**config.mk**
```make
export PLATFORM = sky130hd
export DESIGN_NAME = neuron_backprop_serial
export DESIGN_NICKNAME = d
export VERILOG_FILES = /design/src/rtl/nn_pkg.sv /design/src/rtl/bp_lane.sv /design/src/rtl/neuron_backprop_serial.sv
export SDC_FILE = /design/constraint.sdc
export NUM_CORES = 2
export LEC_CHECK = 0
export BUFFER_PORTS_ARGS = -buffer_cell sky130_fd_sc_hd__buf_2
export CORE_UTILIZATION = 50
export CTS_CLUSTER_SIZE = 20
export DETAILED_ROUTE_END_ITERATION = 16
export GPL_TIMING_DRIVEN = 0
export PLACE_DENSITY = 0.64
export SKIP_CTS_REPAIR_TIMING = 1
export SKIP_LAST_GASP = 1
export SLEW_MARGIN = 25
export SYNTH_ARGS = -nofsm -noshare
export SYNTH_HDL_FRONTEND = slang
export SYNTH_HIERARCHICAL = 1
export SYNTH_SLANG_ARGS = --single-unit
export TNS_END_PERCENT = 30
```
**constraint.sdc**
```tcl
create_clock -name clk -period 28.2 [get_ports clk]
set_input_delay 2.82 -clock clk [delete_from_list [all_inputs] [get_ports clk]]
set_output_delay 2.82 -clock clk [all_outputs]
set_load 0.005 [all_outputs]
```
**src/rtl/nn_pkg.sv**
```systemverilog
// nn_pkg: shared widths, backprop FSM states and the saturating subtract
// used by bp_lane when NEURON_BP_SATURATE_EN is defined.
package nn_pkg;

    localparam int DATA_W_DEFAULT = 32;

    typedef logic signed [DATA_W_DEFAULT-1:0] nn_word_t;

    typedef enum logic [1:0] {BP_IDLE, BP_CALC, BP_EMIT, BP_DONE} bp_state_t;

    // Operands arrive sign-extended to 64 bits, so the difference is exact; clamp to a w-bit signed range.
    function automatic longint sat_sub(input longint a, input longint b, input int w);
        longint d;
        longint hi;
        longint lo;
        d = a - b;
        hi = (longint'(1) <<< (w - 1)) - 1;
        lo = -hi - 1;
        return d > hi ? hi : (d < lo ? lo : d);
    endfunction

endpackage

```
**src/rtl/bp_lane.sv**
```systemverilog
// bp_lane: one backprop lane, gated error times input/weight -> updated weight and propagated error.
// NEURON_BP_SATURATE_EN selects a saturating weight subtraction instead of wrapping.
module bp_lane import nn_pkg::*; #(
    parameter int DATA_W = DATA_W_DEFAULT,
    parameter int LR_SHIFT = 8
) (
    input  logic signed [DATA_W-1:0] delta_eff,
    input  logic signed [DATA_W-1:0] x_i,
    input  logic signed [DATA_W-1:0] w_i,
    output logic signed [DATA_W-1:0] w_new_i,
    output logic signed [DATA_W-1:0] err_prev_i
);

    logic signed [DATA_W-1:0] grad;
    logic signed [DATA_W-1:0] step;

    assign grad = delta_eff * x_i;
    assign step = grad >>> LR_SHIFT;

`ifdef NEURON_BP_SATURATE_EN
    assign w_new_i = DATA_W'(sat_sub(longint'(w_i), longint'(step), DATA_W));
`else
    assign w_new_i = w_i - step;
`endif

    assign err_prev_i = delta_eff * w_i;

endmodule

```
**src/rtl/neuron_backprop_serial.sv**
```systemverilog
// neuron_backprop_serial: serial backward pass of a ReLU neuron, one lane per output handshake.
// Define NEURON_BP_SATURATE_EN to saturate the weight update on signed overflow.
module neuron_backprop_serial import nn_pkg::*; #(
    parameter int INPUT_COUNT = 4,
    parameter int DATA_W = DATA_W_DEFAULT,
    parameter int LR_SHIFT = 8,
    localparam int IW = INPUT_COUNT > 1 ? $clog2(INPUT_COUNT) : 1
) (
    input  logic              clk,
    input  logic              rst_n,
    input  logic              start_valid,
    output logic              start_ready,
    input  logic [DATA_W-1:0] delta,
    input  logic [DATA_W-1:0] result,
    input  logic [DATA_W-1:0] x [INPUT_COUNT],
    input  logic [DATA_W-1:0] w_in [INPUT_COUNT],
    output logic              out_valid,
    input  logic              out_ready,
    output logic [IW-1:0]     out_idx,
    output logic [DATA_W-1:0] w_new,
    output logic [DATA_W-1:0] err_prev,
    output logic              done
);

    bp_state_t state, state_n;
    logic [IW-1:0] idx;
    logic [DATA_W-1:0] delta_r;
    logic [DATA_W-1:0] x_r [INPUT_COUNT];
    logic [DATA_W-1:0] w_r [INPUT_COUNT];
    logic signed [DATA_W-1:0] lane_w;
    logic signed [DATA_W-1:0] lane_e;
    logic last;

    assign last = idx == IW'(INPUT_COUNT - 1);
    assign out_idx = idx;

    bp_lane #(.DATA_W(DATA_W), .LR_SHIFT(LR_SHIFT)) u_lane (
        .delta_eff (delta_r),
        .x_i       (x_r[idx]),
        .w_i       (w_r[idx]),
        .w_new_i   (lane_w),
        .err_prev_i(lane_e)
    );

    always_comb begin
        start_ready = state == BP_IDLE;
        out_valid   = state == BP_EMIT;
        done        = state == BP_DONE;
        state_n = state == BP_IDLE ? (start_valid ? BP_CALC : BP_IDLE) :
                  state == BP_CALC ? BP_EMIT :
                  state == BP_EMIT ? (out_ready ? (last ? BP_DONE : BP_CALC) : BP_EMIT) :
                  BP_IDLE;
    end

    always_ff @(posedge clk or negedge rst_n) begin
        if (!rst_n) begin
            state    <= BP_IDLE;
            idx      <= '0;
            delta_r  <= '0;
            w_new    <= '0;
            err_prev <= '0;
            for (int i = 0; i < INPUT_COUNT; i++) begin
                x_r[i] <= '0;
                w_r[i] <= '0;
            end
        end else begin
            state <= state_n;
            // ReLU derivative folded into the captured error: non-positive output kills the gradient.
            if (start_valid && start_ready) begin
                delta_r <= $signed(result) > 0 ? delta : '0;
                x_r     <= x;
                w_r     <= w_in;
                idx     <= '0;
            end
            if (state == BP_CALC) begin
                w_new    <= lane_w;
                err_prev <= lane_e;
            end
            if (out_valid && out_ready && !last)
                idx <= idx + 1'b1;
        end
    end

endmodule

```
==> impl_metrics.csv <==
group,metric,value,unit
floorplanning,start_util,0.5036,
critical_path,crit_slowest_cell,"o31ai_1",
logic_synthesis,avgSynthCellArea,9.203,um2
sta,fmax,0.08119,GHz
detailed_routing,num_vias,38702,
detailed_routing,drtPass1Iterations,5,
logic_synthesis,ys_ff_latch,356,
layout,fin_util,0.5565,
detailed_routing,dr_wl_met3,19.88,mm
sta,period_needed,12.32,ns
sta,fin_crit_sh,0.4368,
logic_synthesis,synth_nets,6744,
sta,finalHoldViolCount,0,
sta,finalSetupViolCount,0,
global_route,grt_use_total,0.3650,
sta,slew_headroom,0.1656,
logic_synthesis,ys_types,71,
sta,rsz0062_at_grt,"no",
critical_path,slowest_delay,0.66,ns
critical_path,path_max_fanout,10,
detailed_routing,wl_met2,77.33,mm
critical_path,path_class,"reg -> reg",
critical_path,startpoint,"out_idx[1]",
sta,fin_worst_skew,0.03805,ns
detailed_routing,route.detailed.wl_per_inst,24.82,um
global_route,grt_pass1_vias,40774,
job,cap_violations,0,
clock_network,path_clk_slew,0.06,ns
critical_path,r2r-start,"out_idx[1]",
critical_path,rrSetupSlack,15.88,ns
clock_network,cts_tree,"yes",
clock_network,clk_latency,0.63,ns
placement,hpwl,140.6,mm
layout,syn_to_final_growth,10.50,%
global_route,grt_pass1_wl,260.4,mm
placement,dp_cells,6957,
detailed_routing,wl_met1,67.52,mm
floorplanning,core-area,96570,um2
worst_hold_path,holdPathEnd,"x_r[11]",
critical_path,cp.required,28.71,ns
placement,gp_congestion,1.016,
critical_path,rr_endpoint,"w_new[25]",
critical_path,reg2reg_depth,37,
detailed_routing,ant_nets,0,
critical_path,start_kind,"flip-flop",
clock_network,root_buffer,"clkbuf_16",
sta,worstMarginPinSlew,1.252,ns
clock_network,cts_buffers,41,
global_route,overflow,0,
worst_hold_path,min_from,"x_r[11]",
worst_hold_path,whs_path_depth,2,
placement,port_buffers,392,
logic_synthesis,synthArstFlopShare,1.000,
logic_synthesis,synth.cell_area,48630,um2
detailed_routing,drt_iter0_markers,3400,
logic_synthesis,synth-edff-count,0,
logic_synthesis,synthCells,5284,
sta,slew_viol_final,0,
critical_path,cp_common_cell,"fa_1",
sta,fin_tns_setup,0,ns
detailed_routing,highest_layer,"met5",
floorplanning,die-area,98510,um2
layout,nets,7184,
layout,drive_above_1_share,0.1279,
detailed_routing,drc,0,
critical_path,endpoint_kind,"flip-flop",
floorplanning,ios,393,
logic_synthesis,yosysWarnings,6,
clock_network,cts_buffer_depth,3,
global_route,grt_max_degree,94,
logic_synthesis,seq_area_frac_synth,0.1832,
clock_network,cts.sinks,356,
floorplanning,rows,114,
detailed_routing,via_per_inst,5.501,
clock_network,htree_levels,2,
layout,instances_no_fill,7036,
floorplanning,die_h,313.9,um
global_route,antenna_found_initial,14,
logic_synthesis,synthFlopType,"dfrtp_1",
sta,hold_slack,0.4698,ns
floorplanning,die_x,313.9,um
critical_path,cp_data_arrival_time,12.82,ns
status,status,"finished clean",
worst_hold_path,min_path_type,"reg -> reg",
detailed_routing,wl,174.6,mm
## cell usage after synthesis, types with 39 or more instances
cell type | number | area (um2)
nand2_1 | 1400 | 5255
inv_1 | 969 | 3637
fa_1 | 816 | 16340
and2_1 | 483 | 3022
dfrtp_1 | 356 | 8909
ha_1 | 320 | 4004
clkbuf_1 | 205 | 769.5
xnor2_1 | 150 | 1314
mux2_2 | 65 | 732.0
mux4_2 | 64 | 1441
nor2_1 | 48 | 180.2
xor2_1 | 44 | 385.4
a21oi_1 | 42 | 210.2
buf_4 | 39 | 292.8
## state kept, by name, indices dropped and copies added (netlist names)
| signal | cells |
|---|---|
| err_prev | 32 |
| w_r | 128 |
| state | 2 |
| out_idx | 2 |
| w_new | 32 |
| delta_r | 32 |
| x_r | 128 |
## stage by stage
stage,cell area [um2],setup slack (ns)
4_1_cts,53720,16.06
3_5_place_dp,52340,16.04
3_3_place_gp,52190,16.05
2_1_floorplan,48630,18.25
6_report,53740,15.88
5_1_grt,53730,15.47
## area by class of cell
| type | count | area, um2 |
|---|---|---|
| multi-input cells | 3667 | 34750 |
| fillers | 8889 | 42830 |
| clock inverters | 19 | 216.5 |
| repair buffers | 397 | 2093 |
| inverters | 969 | 3637 |
| clock buffers | 54 | 1165 |
| well taps | 1276 | 1597 |
| plain buffers | 292 | 1349 |
| flip-flops and latches | 356 | 8909 |
| diodes | 6 | 15.01 |
## critical path, delay by kind of cell, from the launching register on
| family | cells | cell delay (ns) |
|---|---|---|
| adder cells (fa/ha/maj) | 10 | 4.82 |
| AO/OA/AOI/OAI | 14 | 3.76 |
| buffers and inverters | 6 | 1.68 |
| multiplexers | 2 | 0.70 |
| AND/OR/NAND/NOR | 4 | 0.61 |
| flip-flops | 1 | 0.47 |
| XOR/XNOR | 1 | 0.14 |
## layer usage
metal	vias to the layer above	track usage
li1	16518	-
met1	19576	0.4741
met2	2153	0.5620
met3	439	0.1065
met4	16	0.1734
met5	-	0
## cells by family after synthesis
kind of cell             after synthesis  share of synthesized area
AO/OA/AOI/OAI                        185                    0.02977
XOR/XNOR                             195                    0.03527
adder cells (fa/ha/maj)             1136                     0.4182
buffers and inverters               1261                     0.1021
flip-flops                           356                     0.1832
multiplexers                         133                    0.04562
AND/OR/NAND/NOR                     2018                     0.1858
## worst max path at each step
stage	to	slack, ns	cells after the start
6_report	w_new[25]	15.88	37
5_1_grt	w_new[25]	15.47	37
3_5_place_dp	w_new[25]	16.04	41
3_3_place_gp	w_new[27]	16.05	41
4_1_cts	w_new[25]	16.06	41
2_1_floorplan	w_new[29]	18.25	39
## cells in the final DEF, fill, tap and decap left out, drive strengths merged, types with 42 or more instances in the layout
cell	n
nand2	1401
inv	972
fa	816
and2	483
buf	480
dfrtp	356
ha	320
clkbuf	263
xnor2	151
mux2	66
mux4	64
nor2	49
xor2	44
a21oi	42
Power is not shown: default switching activity piles up to over one toggle a cycle in this logic, so the estimate is an artifact.
